===== src/rtl/mips_mem_pkg.sv =====
// rtl/mips_mem_pkg.sv - shared data-memory geometry for the core, arbiter and Data_Memory
package mips_mem_pkg;

  localparam int DATA_W    = 32;
  localparam int MEM_WORDS = 64;
  localparam int WAIT_W    = 4;

endpackage


===== src/rtl/starve_counter.sv =====
// rtl/starve_counter.sv - saturating count of consecutive denied external cycles
module starve_counter
  import mips_mem_pkg::*;
#(
  parameter int LIMIT = 4
) (
  input  logic              clk,
  input  logic              reset,
  input  logic              clr,
  input  logic              inc,
  output logic [WAIT_W-1:0] cnt,
  output logic              limit_hit
);

  localparam logic [WAIT_W-1:0] LIM = WAIT_W'(LIMIT);

  assign limit_hit = (cnt == LIM);

  always_ff @(posedge clk) begin
    if (reset) begin
      cnt <= '0;
    end else if (clr) begin
      cnt <= '0;
    end else if (inc && !limit_hit) begin
      cnt <= cnt + 1'b1;
    end
  end

endmodule


===== src/rtl/dmem_arbiter.sv =====
// rtl/dmem_arbiter.sv - data-memory port share between the core (priority) and an external requester
module dmem_arbiter
  import mips_mem_pkg::*;
#(
  parameter int STARVE_LIMIT = 4,
  parameter int CNT_W        = 16
) (
  input  logic              clk,
  input  logic              reset,
  input  logic              cpu_req,
  input  logic              cpu_we,
  input  logic [DATA_W-1:0] cpu_addr,
  input  logic [DATA_W-1:0] cpu_wdata,
  output logic [DATA_W-1:0] cpu_rdata,
  output logic              cpu_stall,
  input  logic              ext_valid,
  output logic              ext_ready,
  input  logic              ext_we,
  input  logic [DATA_W-1:0] ext_addr,
  input  logic [DATA_W-1:0] ext_wdata,
  output logic              ext_rvalid,
  output logic [DATA_W-1:0] ext_rdata,
  output logic              ext_err,
  output logic              mem_we,
  output logic [DATA_W-1:0] mem_addr,
  output logic [DATA_W-1:0] mem_wdata,
  input  logic [DATA_W-1:0] mem_rdata,
  output logic [CNT_W-1:0]  stall_cnt
);

  logic [WAIT_W-1:0] wait_cnt;
  logic              limit_hit;
  logic              ext_grant;
  logic              ext_in_range;
  logic              ext_owns_port;

  starve_counter #(.LIMIT(STARVE_LIMIT)) u_starve (
    .clk       (clk),
    .reset     (reset),
    .clr       (ext_grant || !ext_valid),
    .inc       (ext_valid && cpu_req && !ext_grant),
    .cnt       (wait_cnt),
    .limit_hit (limit_hit)
  );

  assign ext_in_range  = ext_addr[DATA_W-1:2] < (DATA_W-2)'(MEM_WORDS);
  assign ext_grant     = ext_valid && (!cpu_req || limit_hit);
  assign ext_ready     = ext_grant;
  assign cpu_stall     = cpu_req && ext_grant;
  // An out-of-range grant still stalls the core but leaves the port on the core side with writes off.
  assign ext_owns_port = ext_grant && ext_in_range;

  assign cpu_rdata = mem_rdata;
  assign mem_addr  = ext_owns_port ? ext_addr  : cpu_addr;
  assign mem_wdata = ext_owns_port ? ext_wdata : cpu_wdata;

  always_comb begin
    mem_we = 1'b0;
    if (!reset) begin
      if (ext_owns_port) begin
        mem_we = ext_we;
      end else begin
        mem_we = cpu_req && cpu_we && !cpu_stall;
      end
    end
  end

  always_ff @(posedge clk) begin
    if (reset) begin
      ext_rvalid <= 1'b0;
      ext_err    <= 1'b0;
      ext_rdata  <= '0;
      stall_cnt  <= '0;
    end else begin
      ext_rvalid <= ext_grant && (!ext_in_range || !ext_we);
      ext_err    <= ext_grant && !ext_in_range;
      if (ext_owns_port && !ext_we) begin
        ext_rdata <= mem_rdata;
      end
      if (cpu_stall && (stall_cnt != {CNT_W{1'b1}})) begin
        stall_cnt <= stall_cnt + 1'b1;
      end
    end
  end

endmodule


===== config.mk =====
export PLATFORM = sky130hd
export DESIGN_NAME = dmem_arbiter
export DESIGN_NICKNAME = d
export VERILOG_FILES = /design/src/rtl/mips_mem_pkg.sv /design/src/rtl/starve_counter.sv /design/src/rtl/dmem_arbiter.sv
export SDC_FILE = /design/constraint.sdc
export NUM_CORES = 1
export LEC_CHECK = 0
export ABC_AREA = 1
export CAP_MARGIN = 20
export CORE_AREA = 2 2 121 123
export CTS_BUF_LIST = sky130_fd_sc_hd__clkbuf_8
export CTS_CLUSTER_SIZE = 14
export DETAILED_ROUTE_END_ITERATION = 16
export DIE_AREA = 0 0 123 125
export GPL_TIMING_DRIVEN = 0
export PLACE_DENSITY = 0.73
export SYNTH_ARGS = -nofsm -noshare
export SYNTH_HDL_FRONTEND = slang
export SYNTH_SLANG_ARGS = --single-unit

===== constraint.sdc =====
create_clock -name clk -period 2.3 [get_ports clk]
set_clock_uncertainty 0.1 [all_clocks]
set_input_delay 0.46 -clock clk [delete_from_list [all_inputs] [get_ports clk]]
set_output_delay 0.46 -clock clk [all_outputs]
set_load 0.1 [all_outputs]

==> key figures <==
Min path
  – Source of the worst hold timing path: ext_rdata[19]$_SDFFE_PP0P_
  – Hold endpoint: ext_rdata[19]$_SDFFE_PP0P_
  – Hold Path Depth: 2
  – Hold Path Class: flop to flop

Global routing
  – Routing usage on met2: between 30% and 40%
  – GR peak layer: met2
  – Pin count of the biggest net entering global routing: 18
  – Met3 Track Usage GR: between 6 and 7%
  – Initial antenna violation count: 0
  – GRT Overall Usage: a little over a fifth
  – Vias in the first global route: approximately 4,800
  – GR Overflow Total: 0
  – Global Route met1 Usage: a little over a quarter
  – First-pass GRT wire length: 26.0 mm

Logic synthesis
  – Top cell type's share of synthesized area: 30.2%
  – Largest cells by area after synthesis: dfxtp_1 (30%), nand2_1 (22%), nor2_1 (14%)
  – Leading area contributor after synthesis: dfxtp_1
  – Mean Syn Cell Area: between 5 and 6 um2
  – Cells after synthesis: slightly above 600
  – YS warnings: 0
  – Seq cells post-synth: 54
  – Synth unique cells: 24
  – Net Count, Synth: 787
  – Sequential cell area fraction in the yosys report: 30.2%
  – Area of the mapped netlist: about 3600 um2

Finish
  – NumNets Final: approximately 1,100
  – Diodes inserted: 0
  – Commonest cells after routing, fill and taps aside: clkdlybuf4s50_1 (139), nand2_1 (107), nor2_1 (104)
  – Share of cells above drive strength 1: about a third
  – Area delta synth->final: 152%
  – Fillcell total: 1,186
  – Final Instance Count excl. Fillers: between 1,000 and 1,500
  – Commonest non-fill, non-tap cell in the layout: clkdlybuf4s50_1
  – Layout Utilization: between 60% and 70%

Placed design
  – Placed Cells: between 1,000 and 1,500
  – IO buf count: about 310
  – Pre-CTS setup slack: -2000 ps
  – Post-DP HPWL: approximately 13 mm
  – GPL Wtd Cong: approximately 0.84

CTS
  – Total CTS buffers: 5
  – CTS tree: built
  – CTS sink cnt: 54
  – Root buf cell: clkbuf_8
  – Bufs on Longest Clock Path: 2
  – Skew-Pair Late Insertion Delay: 320 ps
  – H-tree depth: 2
  – CTS clock-pin slew for the worst setup and hold paths: approximately 100 ps

Floorplanning
  – Core Region: ~14,000 um2
  – Die area: roughly 15,000 um2
  – FP Rows: 44
  – Chip height: between 100 and 150 um
  – Die W: between 100 and 150 um
  – IO Pins: approximately 320
  – Starting density of the core: 25.2%

Worst setup path
  – Reg2Reg Depth: 11
  – Crit-path cells: dlygate4sd2_1, nor2_1, nand2_1, nor2_4, nand2_2, nor3_4, buf_6, buf_12, buf_6, nand2_4, nand2_4, buf_12
  – Critical path class: input pin to primary output
  – RR Endpoint: ext_rdata[9]$_SDFFE_PP0P_
  – Setup crit start: ext_addr[24]
  – Critical path's slowest cell: dlygate4sd2_1
  – Reg2Reg Setup Slack: 190 ps
  – Crit end category: primary output
  – CP Data Arrival Time: 2050 ps
  – Slowest stage delay, CP: 230 ps
  – Crit path max-delay family: buffers and inverters
  – Crit start category: input pin
  – CP Data Required Time: 1740 ps
  – Crit path max fanout: 7
  – Reg-to-Reg Start: u_starve.cnt[0]$_SDFFE_PP0P_
  – Crit path buf inv count: 5

STA
  – RSZ-0062 raised after global routing: true
  – Fin. Hold Viols: 0
  – Period minus WS final: 2610 ps
  – Final period util: 114%
  – Final setup fails: between 60 and 70
  – Setup WS post-layout: -311 ps
  – Worst Max-Slew Pin Slew: a little over 1000 ps
  – FMAX: 0.383 GHz
  – Slew headroom: between 30% and 40%
  – Slew Limit Fails: 0

Route
  – WL per Instance: between 15 and 20 um
  – Total wire length: 17.8 mm
  – First drt pass iteration count: 4
  – Final ANT Viol Nets: 0
  – Vias: 5,041
  – # DRC: 0
  – DRT iter0 DRCs: around 230
  – Vias per inst: ~4.4

Status
  – Status: complete, but fails checks
  – Failing checks: negative setup slack

Power and ir drop
  – VDD IR max: 0.216 mV
  – Leak: between 4 and 5 nW
  – Pwr/cell area: ~360 nW/um2

Job
  – Max_cap viols: 0
## state kept, by name, indices dropped and copies added (netlist names)
register	count
u_starve.cnt	4
ext_rvalid	1
ext_err	1
ext_rdata	32
stall_cnt	16
## per-layer routing
layer / share of wire, % / vias to the layer above / routed length, um
li1: - / 2539 / -
met1: 40 / 2305 / 7020
met2: 51 / 187 / 9100
met3: 8.6 / 10 / 1530
met4: 0.67 / 0 / 119
met5: 0 / - / 0
## layout make-up
cell class,instances,area [um2],share of cell area (%)
repair buffers,342,4040,44.8
well taps,184,230,2.55
clock buffers,5,68.8,0.762
clock inverters,3,43.8,0.485
multi-input cells,425,2730,30.3
flip-flops and latches,54,1090,12.0
inverters,76,285,3.16
plain buffers,62,541,5.99
## synth_stat cells
library cell  number
a211oi_1           1
nand3_2            1
o211ai_1           1
ha_1               3
clkbuf_1           9
xnor2_1            5
nand2_1          207
buf_2             11
nor2_1           133
nand3_1           13
a21oi_1           12
inv_2              2
dfxtp_1           54
nor2_2             1
inv_1             74
buf_4             36
and2_1             1
buf_1              7
o21ai_1            4
nand4_1           34
a21oi_4            1
nand4_2            1
nor3_1             3
xor2_1             4
## power by group
group | internal [mW] | leakage (nW) | switching [mW] | total, mW
Combinational | 0.643 | 3.70 | 1.00 | 1.65
Sequential | 0.939 | 0.437 | 0.00319 | 0.942
Clock | 0.327 | 0.0585 | 0.345 | 0.673
Total | 1.91 | 4.20 | 1.35 | 3.26
## worst min-delay path, cell delays in order (launching register included)
cell and delay [ps]:
dfxtp_1 340, nor2_1 40, nor2_1 80
## cell families (layout without fill, tap and decap cells)
family,after synthesis,count (layout),share of synthesized area (%)
flops,54,54,30.2
xor+xnor,9,9,2.20
buf+inv,139,488,18.7
simple gates,394,394,44.8
fa+ha+maj,3,3,1.05
compound gates,19,19,3.11
## what timing repair did
item / in CTS / in global routing
resized for setup: 865 / 42
endpoints found under the setup margin: 159 / 77
buffers inserted: 17 / 5
pin swaps: 35 / 9
hold endpoints to repair: 0 / 0
cloned: 4 / 2
hold buffers: 0 / 0
## worst max path at each step
stage,to,slack (ps),depth (start not counted)
3_5_place_dp,mem_wdata[7],-2000,11
4_1_cts,mem_wdata[17],-280,9
2_1_floorplan,mem_we,-180,8
5_1_grt,mem_addr[1],-410,12
3_3_place_gp,mem_wdata[7],-1970,11
6_report,mem_addr[1],-310,12
## per-stage QoR
stage,setup TNS [ps],hold slack (ps),power (mW),cell area [um2]
2_1_floorplan,-1420,330,1.92,4210
4_1_cts,-15320,389,3.25,8760
3_5_place_dp,-134290,353,2.42,7590
3_3_place_gp,-135120,345,2.42,7590
5_1_grt,-22690,410,3.37,9030
6_report,-16060,385,3.26,9030
Note: power is estimated with default switching activity, not from simulation.
